[config.mk]
export PLATFORM = sky130hd
export DESIGN_NAME = bitwise_alu_pipe
export DESIGN_NICKNAME = d
export VERILOG_FILES = /design/src/rtl/bitwise_alu_pipe.sv
export SDC_FILE = /design/constraint.sdc
export NUM_CORES = 1
export LEC_CHECK = 0
export CELL_PAD_IN_SITES_DETAIL_PLACEMENT = 0
export CELL_PAD_IN_SITES_GLOBAL_PLACEMENT = 1
export CORE_ASPECT_RATIO = 0.9
export CORE_MARGIN = 4
export CORE_UTILIZATION = 42
export DETAILED_ROUTE_END_ITERATION = 7
export GPL_ROUTABILITY_DRIVEN = 0
export PLACE_DENSITY_LB_ADDON = 0.1
export RECOVER_POWER = 50
export SETUP_SLACK_MARGIN = 0.05
export SLEW_MARGIN = 20
export SYNTH_ARGS = -nofsm -noshare
export SYNTH_HDL_FRONTEND = slang
export SYNTH_SLANG_ARGS = --single-unit
export TNS_END_PERCENT = 20
[constraint.sdc]
create_clock -name i_Clk -period 4.1 [get_ports i_Clk]
set_input_delay 0.615 -clock i_Clk [delete_from_list [all_inputs] [get_ports i_Clk]]
set_output_delay 0.615 -clock i_Clk [all_outputs]
set_load 0.05 [all_outputs]
[src/rtl/bitwise_alu_pipe.sv]
// bitwise_alu_pipe: two-stage valid/ready pipelined bitwise and bit-field unit
module bitwise_alu_pipe #(
    parameter int WIDTH = 8,
    parameter int CNTW  = 16
) (
    input  logic             i_Clk,
    input  logic             i_Rst,
    input  logic             i_In_Valid,
    output logic             o_In_Ready,
    input  logic [3:0]       i_Op,
    input  logic [WIDTH-1:0] i_A,
    input  logic [WIDTH-1:0] i_B,
    output logic             o_Out_Valid,
    input  logic             i_Out_Ready,
    output logic [WIDTH-1:0] o_Result,
    output logic             o_Err,
    output logic [CNTW-1:0]  o_Op_Count
);
    localparam int IDXW = $clog2(WIDTH);

    logic             s1_valid_q, s1_valid_d;
    logic [3:0]       s1_op_q, s1_op_d;
    logic [WIDTH-1:0] s1_a_q, s1_a_d, s1_b_q, s1_b_d;
    logic             out_valid_q, out_valid_d;
    logic [WIDTH-1:0] result_q, result_d;
    logic             err_q, err_d;
    logic [CNTW-1:0]  cnt_q, cnt_d;
    logic             s1_load, s2_load, xfer;
    logic [IDXW-1:0]  lsb;
    logic [IDXW:0]    len;
    logic [WIDTH-1:0] field, pop, alu;

    always_comb begin
        lsb   = s1_b_q[IDXW-1:0];
        len   = {1'b0, s1_b_q[2*IDXW-1:IDXW]} + (IDXW+1)'(1);
        // a length of WIDTH shifts every ones bit out, leaving a full mask
        field = (s1_a_q >> lsb) & ~({WIDTH{1'b1}} << len);
        pop   = '0;
        for (int i = 0; i < WIDTH; i++) pop = pop + WIDTH'(s1_a_q[i]);
        alu   = '0;
        case (s1_op_q)
            4'd0:  alu = s1_a_q & s1_b_q;
            4'd1:  alu = s1_a_q | s1_b_q;
            4'd2:  alu = s1_a_q ^ s1_b_q;
            4'd3:  alu = ~s1_a_q;
            4'd4:  alu = ~(s1_a_q & s1_b_q);
            4'd5:  alu = ~(s1_a_q | s1_b_q);
            4'd6:  alu = ~(s1_a_q ^ s1_b_q);
            4'd7:  alu = field;
            4'd8:  alu = WIDTH'(&s1_a_q);
            4'd9:  alu = WIDTH'(|s1_a_q);
            4'd10: alu = WIDTH'(^s1_a_q);
            4'd11: alu = pop;
            default: alu = '0;
        endcase
    end

    always_comb begin
        s2_load     = !out_valid_q | i_Out_Ready;
        s1_load     = !s1_valid_q | s2_load;
        xfer        = out_valid_q & i_Out_Ready;
        s1_valid_d  = s1_load ? i_In_Valid : s1_valid_q;
        s1_op_d     = s1_load ? i_Op : s1_op_q;
        s1_a_d      = s1_load ? i_A : s1_a_q;
        s1_b_d      = s1_load ? i_B : s1_b_q;
        out_valid_d = s2_load ? s1_valid_q : out_valid_q;
        result_d    = (s2_load & s1_valid_q) ? alu : result_q;
        err_d       = (s2_load & s1_valid_q) ? (s1_op_q[3] & s1_op_q[2]) : err_q;
        cnt_d       = (xfer && cnt_q != '1) ? cnt_q + CNTW'(1) : cnt_q;
    end

    always_ff @(posedge i_Clk or posedge i_Rst) begin
        if (i_Rst) begin
            s1_valid_q  <= 1'b0;
            s1_op_q     <= '0;
            s1_a_q      <= '0;
            s1_b_q      <= '0;
            out_valid_q <= 1'b0;
            result_q    <= '0;
            err_q       <= 1'b0;
            cnt_q       <= '0;
        end else begin
            s1_valid_q  <= s1_valid_d;
            s1_op_q     <= s1_op_d;
            s1_a_q      <= s1_a_d;
            s1_b_q      <= s1_b_d;
            out_valid_q <= out_valid_d;
            result_q    <= result_d;
            err_q       <= err_d;
            cnt_q       <= cnt_d;
        end
    end

    assign o_In_Ready  = s1_load;
    assign o_Out_Valid = out_valid_q;
    assign o_Result    = result_q;
    assign o_Err       = err_q;
    assign o_Op_Count  = cnt_q;
endmodule
==> summary.txt, run 1 <==
Run status
  – Status: finished, violations left
  – Failing checks: max-capacitance violations, max-slew violations

CTS
  – Clock-pin transition on the worst setup and hold timing paths: 0.10 ns
  – # hold bufs at CTS: 0
  – CTS buffer count: 5
  – CTS tree: done
  – Clk root buf: clkbuf_8
  – H-tree levels: 2
  – TritonCTS Sinks: 47
  – Clk_lat worst skew: 0.31 ns
  – # resized after CTS: 0
  – Setup bufs post-CTS: 0
  – Max clock buf depth: 2

Global routing
  – GRT Util Overall: 0.194
  – Total gr overflow: 0
  – Largest net degree at the start of global routing: 48
  – Initial antenna violation count: 0
  – Number of global-route vias before repair: 2742
  – Global-route wire length before repair: 14400 um

Route
  – First-iteration detailed-routing DRC count: approximately 190
  – Routed WL: between 8000 and 9000 um
  – Drt drc: 0
  – WL/cell: 17.9 um
  – Via Count: 2787
  – TritonRoute pass-1 iters: 5
  – Vias/cell: 5.68
  – ANT nets after route: 0

Timing
  – Final Setup Violations: 0
  – Fmax: between 0.2 and 0.3 GHz
  – Transition time of the tightest slew-check pin: 2.13 ns
  – RSZ-0062 raised after global routing: false
  – Tcrit/Tclk final: 0.857
  – Final hold violation count: 0
  – Worst Slack Setup Final: 0.588 ns
  – Fin crit period: 3.51 ns
  – TNS Setup: 0 ns
  – Final max-slew violation count: 87
  – Worst slew margin: -0.430
  – Skew final: between 0.01 and 0.015 ns

Synthesis
  – Syn avg cell area: 9.60 um^2
  – Dominant synthesized flop cell: dfrtp_1
  – Cells after Synth: 353
  – Synthesis-stage register bit count: 47
  – Largest area contributor in the synthesized netlist: dfrtp_1
  – Asr flop ratio synth: 1.00
  – EDFF count, synth: 0
  – Syn Std Cell Area: between 3000 and 4000 um^2
  – Sequential fraction of the synthesis area: 0.347
  – Synth unique cells: between 50 and 60
  – Net Count, Synth: approximately 400
  – Yosys warning count: 0
  – Top-area cell type share of the netlist area: 0.347
  – Top cells by area, synth: dfrtp_1 (35%), ha_1 (11%), xnor2_1 (6.2%)

Placement
  – Port Buffers: 50
  – Hpwl dp: ~6500 um
  – Cell Area, Placed: 3930 um^2
  – Pre-CTS setup slack: 0.584 ns

Setup path
  – Worst setup EP type: register
  – Largest stage delay, worst path: 0.51 ns
  – Class of the most critical setup path: reg2reg
  – CP max stage cell: fa_1
  – Critical Path Source Type: register
  – Crit-path max FO: 7
  – CP required: between 4 and 5 ns
  – CP delay by family, top: adder cells
  – Buf/Inv on CP: 3
  – Worst-case reg-to-reg path depth: 13
  – Crit path depth: 13
  – Crit path DAT: ~3.7 ns
  – CP cell instances: inv_1 -> fa_1 -> fa_1 -> fa_1 -> inv_1 -> ha_1 -> inv_1 -> fa_1 -> and4b_1 -> a31oi_1 -> nor3_1 -> a21oi_1 -> o311ai_1
  – Worst path most repeated cell: fa_1

Pwr
  – Power density cells: around 440 nW/um^2
  – Power, Total: 1.77 mW
  – Pleak: about 1.8 nW
  – Max IR drop VDD: 0.306 mV

Die
  – Die area: 9570 um^2
  – Die H: 93.2 um
  – Starting Density: 0.440
  – Row count: 30
  – Core Box Area: 7690 um^2
  – Die X: approximately 100 um
  – Io pins: 51

Cells and area
  – Final instance area: roughly 4000 um^2
  – Fraction of layout cells with a size suffix above 1: 0.0608
  – Ant. Diodes: 0
  – Area growth, synth to finish: 18.8%
  – Layout Nets: 453

Hold path
  – HP Class: reg2reg
  – Cell depth of the worst hold path: 1

Flow run
  – Max-Cap Viols: 2
final cells by class:
cell class / count / area, um^2
tap: 96 / 120
fill: 726 / 3670
inverter: 27 / 103
clock inverter: 3 / 43.8
timing repair buffer: 52 / 512
sequential: 47 / 1180
multi-input combinational: 261 / 2000
clock buffer: 5 / 68.8
state kept, by name, indices dropped and copies added (netlist names):
register	count
o_Err	1
o_Op_Count	16
o_Out_Valid	1
o_Result	8
s1_a_q	8
s1_b_q	8
s1_op_q	4
s1_valid_q	1
synth_stat cells (5+ instances only):
cell and instances:
xnor2_1 24, ha_1 31, nor2_1 8, o21ai_0 26
clkbuf_1 6, mux2i_1 9, a22oi_1 6, xor2_1 5
nand2b_1 6, nand4_1 5, nand2_1 34, dfrtp_1 47
and3_1 6, o22ai_1 8, a31oi_1 7, buf_2 8
a21oi_1 10, inv_1 27, nand3_1 12
power by group:
group          internal, mW  total (mW)  switching, mW
combinational         0.311       0.754          0.443
clock                 0.182       0.356          0.174
sequential            0.534       0.657          0.123
total                  1.03        1.77          0.740
cell families after synthesis:
group	share of synthesized area
buf+inv	0.0572
xor+xnor	0.0750
fa+ha+maj	0.138
flops	0.347
compound gates	0.160
simple gates	0.159
mux	0.0631
worst register-to-register path: stages (launching register included):
cell and delay [ns]:
dfrtp_1 0.46, inv_1 0.18, fa_1 0.45, fa_1 0.51, fa_1 0.41, inv_1 0.06
ha_1 0.16, inv_1 0.06, fa_1 0.47, and4b_1 0.18, a31oi_1 0.13, nor3_1 0.06
a21oi_1 0.15, o311ai_1 0.11
path summary, 6_finish.rpt:
path	to	slack [ns]	start
min reg2reg	o_Op_Count[7]$_DFFE_PP0P_	0.49	o_Op_Count[7]$_DFFE_PP0P_
min	o_Op_Count[7]$_DFFE_PP0P_	0.49	o_Op_Count[7]$_DFFE_PP0P_
max	o_Result[1]$_DFFE_PP0P_	0.59	s1_a_q[3]$_DFFE_PP0P_
max in group asynchronous	s1_b_q[2]$_DFFE_PP0P_	1.81	i_Rst
max reg2reg	o_Result[1]$_DFFE_PP0P_	0.59	s1_a_q[3]$_DFFE_PP0P_
min in group asynchronous	s1_b_q[4]$_DFFE_PP0P_	1.29	i_Rst
layout by cell type, fill, tap and decap left out, drive strengths merged, types with 9 or more instances in the layout:
cell,instances
a21oi,12
clkdlybuf4s50,48
dfrtp,47
ha,31
inv,26
mux2i,9
nand2,34
nand3,14
nor2,9
o21ai,30
xnor2,24
stage by stage:
stage / std cells / hold WS (ns) / util
global route: 491 / 0.521 / 0.523
global placement: 483 / 0.477 / 0.511
detailed placement: 483 / 0.487 / 0.511
floorplan: 353 / 0.500 / -
finish: 491 / 0.492 / 0.523
CTS: 491 / 0.499 / 0.526
routing by layer:
metal / global-route usage / share of wire / up-vias
li1: - / - / 1339
met5: 0 / 0 / -
met4: 0.0612 / 0.016 / 0
met3: 0.0365 / 0.059 / 15
met2: 0.262 / 0.42 / 97
met1: 0.305 / 0.50 / 1336
No activity file was read; power rests on OpenSTA's default activity.
==> run 2, diff against run 1 <==
CORE_MARGIN = 1.5   (was 4)
==> run 2 against run 1 <==
Against the previous run:
- the run still ends with max-capacitance violations, max-slew violations left
- wire length hardly changed
- die area is 10% lower
- clock power is 1% higher
- global-route usage is 1.6 points higher
- largest power group unchanged
==> summary.txt, run 2 (same netlist as run 1, synthesis figures left out) <==
Setup path
  – Crit-path max FO: 5 (-2)
  – Crit path launch: s1_a_q[0]$_DFFE_PP0P_
  – Worst setup EP type: register
  – Class of the most critical setup path: reg2reg
  – Critical Path Source Type: register
  – Worst-case reg-to-reg path depth: 13 (unchanged)
  – Reg2reg start: s1_a_q[0]$_DFFE_PP0P_
  – Crit path DAT: 3.73 ns (+0.03 ns)
  – CP required: 4.30 ns (about the same)

Global routing
  – GRT Util Overall: 0.209 (+0.0157)
  – Total gr overflow: 0 (unchanged)
  – Initial antenna violation count: 0 (unchanged)
  – Number of global-route vias before repair: 2590 (-5.5%)
  – Global-route wire length before repair: 13900 um (-3.2%)
  – Largest net degree at the start of global routing: 48 (unchanged)

Placement
  – Cell Area, Placed: 3930 um^2 (unchanged)
  – Pre-CTS setup slack: 0.622 ns (+0.0379 ns)
  – Hpwl dp: 6370 um (-2.6%)
  – Placed Cells: 483 (unchanged)
  – Port Buffers: 50 (unchanged)

Timing
  – Fmax: 0.283 GHz (-0.61%)
  – Worst slew margin: -0.416 (+0.0143)
  – Tcrit/Tclk final: 0.862 (+0.00523)
  – Post-Route Hold Slack: 0.493 ns (+0.000977 ns)
  – RSZ-0062 raised after global routing: false
  – Transition time of the tightest slew-check pin: 2.11 ns (-0.0213 ns)
  – TNS Setup: 0 ns (unchanged)
  – Skew final: 0.0110 ns (-0.000303 ns)
  – Worst Slack Setup Final: 0.566 ns (-0.0215 ns)
  – Final Setup Violations: 0 (unchanged)
  – Final max-slew violation count: 48 (-45%)
  – Fin crit period: 3.53 ns (+0.0215 ns)
  – Final hold violation count: 0 (unchanged)

Cells and area
  – Commonest cells after routing, fill and taps aside: clkdlybuf4s50_1 (48), dfrtp_1 (47), nand2_1 (34)
  – Final instance area: 4030 um^2 (about the same)
  – Multi-input logic area: 2010 um^2 (+0.19%)
  – FILL cells: 734 (+1.1%)
  – Max reg flops: 16 (unchanged)
  – Area growth, synth to finish: 18.9% (about the same)
  – Ant. Diodes: 0 (unchanged)
  – Fraction of layout cells with a size suffix above 1: 0.0633 (+0.00253)
  – Final cell count without fillers: 491 (unchanged)
  – Layout Nets: 453 (unchanged)
  – Commonest non-fill, non-tap cell in the layout: clkdlybuf4s50_1
  – Register Area: 1180 um^2 (unchanged)

CTS
  – Clk_lat worst skew: 0.32 ns (about the same)
  – Clk root buf: clkbuf_8
  – # hold bufs at CTS: 0 (unchanged)
  – CTS buffer count: 5 (unchanged)
  – TritonCTS Sinks: 47 (unchanged)
  – # resized after CTS: 0 (unchanged)
  – H-tree levels: 2 (unchanged)
  – CTS tree: done
  – Max clock buf depth: 2 (unchanged)
  – Setup bufs post-CTS: 0 (unchanged)
  – Clock-pin transition on the worst setup and hold timing paths: 0.10 ns (about the same)

Die
  – Row count: 30 (unchanged)
  – Die H: 88.2 um (-5.4%)
  – Io pins: 51 (unchanged)
  – Starting Density: 0.440 (unchanged)
  – Core Box Area: 7690 um^2 (unchanged)
  – Die X: 97.7 um (-4.9%)
  – Die area: 8620 um^2 (-10%)

Run status
  – Failing checks: max-capacitance violations, max-slew violations
  – Status: finished, violations left

Route
  – ANT nets after route: 0 (unchanged)
  – WL/cell: 17.8 um (about the same)
  – Vias/cell: 5.76 (+1.4%)
  – Drt drc: 0 (unchanged)
  – Routed WL: 8760 um (about the same)
  – Via Count: 2827 (+1.4%)
  – First-iteration detailed-routing DRC count: 201 (+3.6%)
  – TritonRoute pass-1 iters: 5 (unchanged)

Hold path
  – Min-delay src: o_Op_Count[10]$_DFFE_PP0P_
  – Cell depth of the worst hold path: 1 (unchanged)
  – HP Class: reg2reg

Pwr
  – Power density cells: 439 nW/um^2 (+0.10%)
  – Max IR drop VDD: 0.246 mV (-19%)
  – Pleak: 1.76 nW (about the same)

Flow run
  – Max-Cap Viols: 1 (-1)
run 2: cell type report:
class                   count  area share
multi-input cells         261       0.498
flip-flops and latches     47       0.292
repair buffers             52       0.127
well taps                  96      0.0298
inverters                  27      0.0255
clock buffers               5      0.0171
clock inverters             3      0.0109
run 2: critical path, stage by stage, from the launching register on:
cell,delay [ns]
dfrtp_1,0.45
inv_1,0.14
fa_1,0.57
fa_1,0.43
fa_1,0.43
inv_1,0.07
ha_1,0.15
inv_1,0.05
fa_1,0.46
and4b_1,0.18
a31oi_1,0.14
nor3_1,0.07
a21oi_1,0.17
o311ai_1,0.12
run 2: worst paths after layout:
path | end | slack, ns
max in group asynchronous | s1_op_q[3]$_DFFE_PP0P_ | 1.85
max | o_Result[1]$_DFFE_PP0P_ | 0.57
min | o_Op_Count[10]$_DFFE_PP0P_ | 0.49
max reg2reg | o_Result[1]$_DFFE_PP0P_ | 0.57
min in group asynchronous | s1_b_q[4]$_DFFE_PP0P_ | 1.29
min reg2reg | o_Op_Count[10]$_DFFE_PP0P_ | 0.49
run 2: report_power, final:
group	leakage, nW	switching [mW]	internal, mW
Combinational	1.12	0.443	0.309
Sequential	0.588	0.123	0.534
Clock	0.0581	0.179	0.182
run 2: per-stage QoR:
step	power (mW)	util
finish	1.77	0.524
global route	1.88	0.524
CTS	1.77	0.526
detailed placement	1.42	0.511
global placement	1.41	0.511
floorplan	1.18	-
run 2: metal layers:
metal  vias to the layer above  routed length, um  GRT usage
met5                         -                  0          0
met4                         0                 76     0.0506
met3                         6                436     0.0387
met2                        90               3800      0.313
met1                      1393               4450      0.316
li1                       1338                  -          -
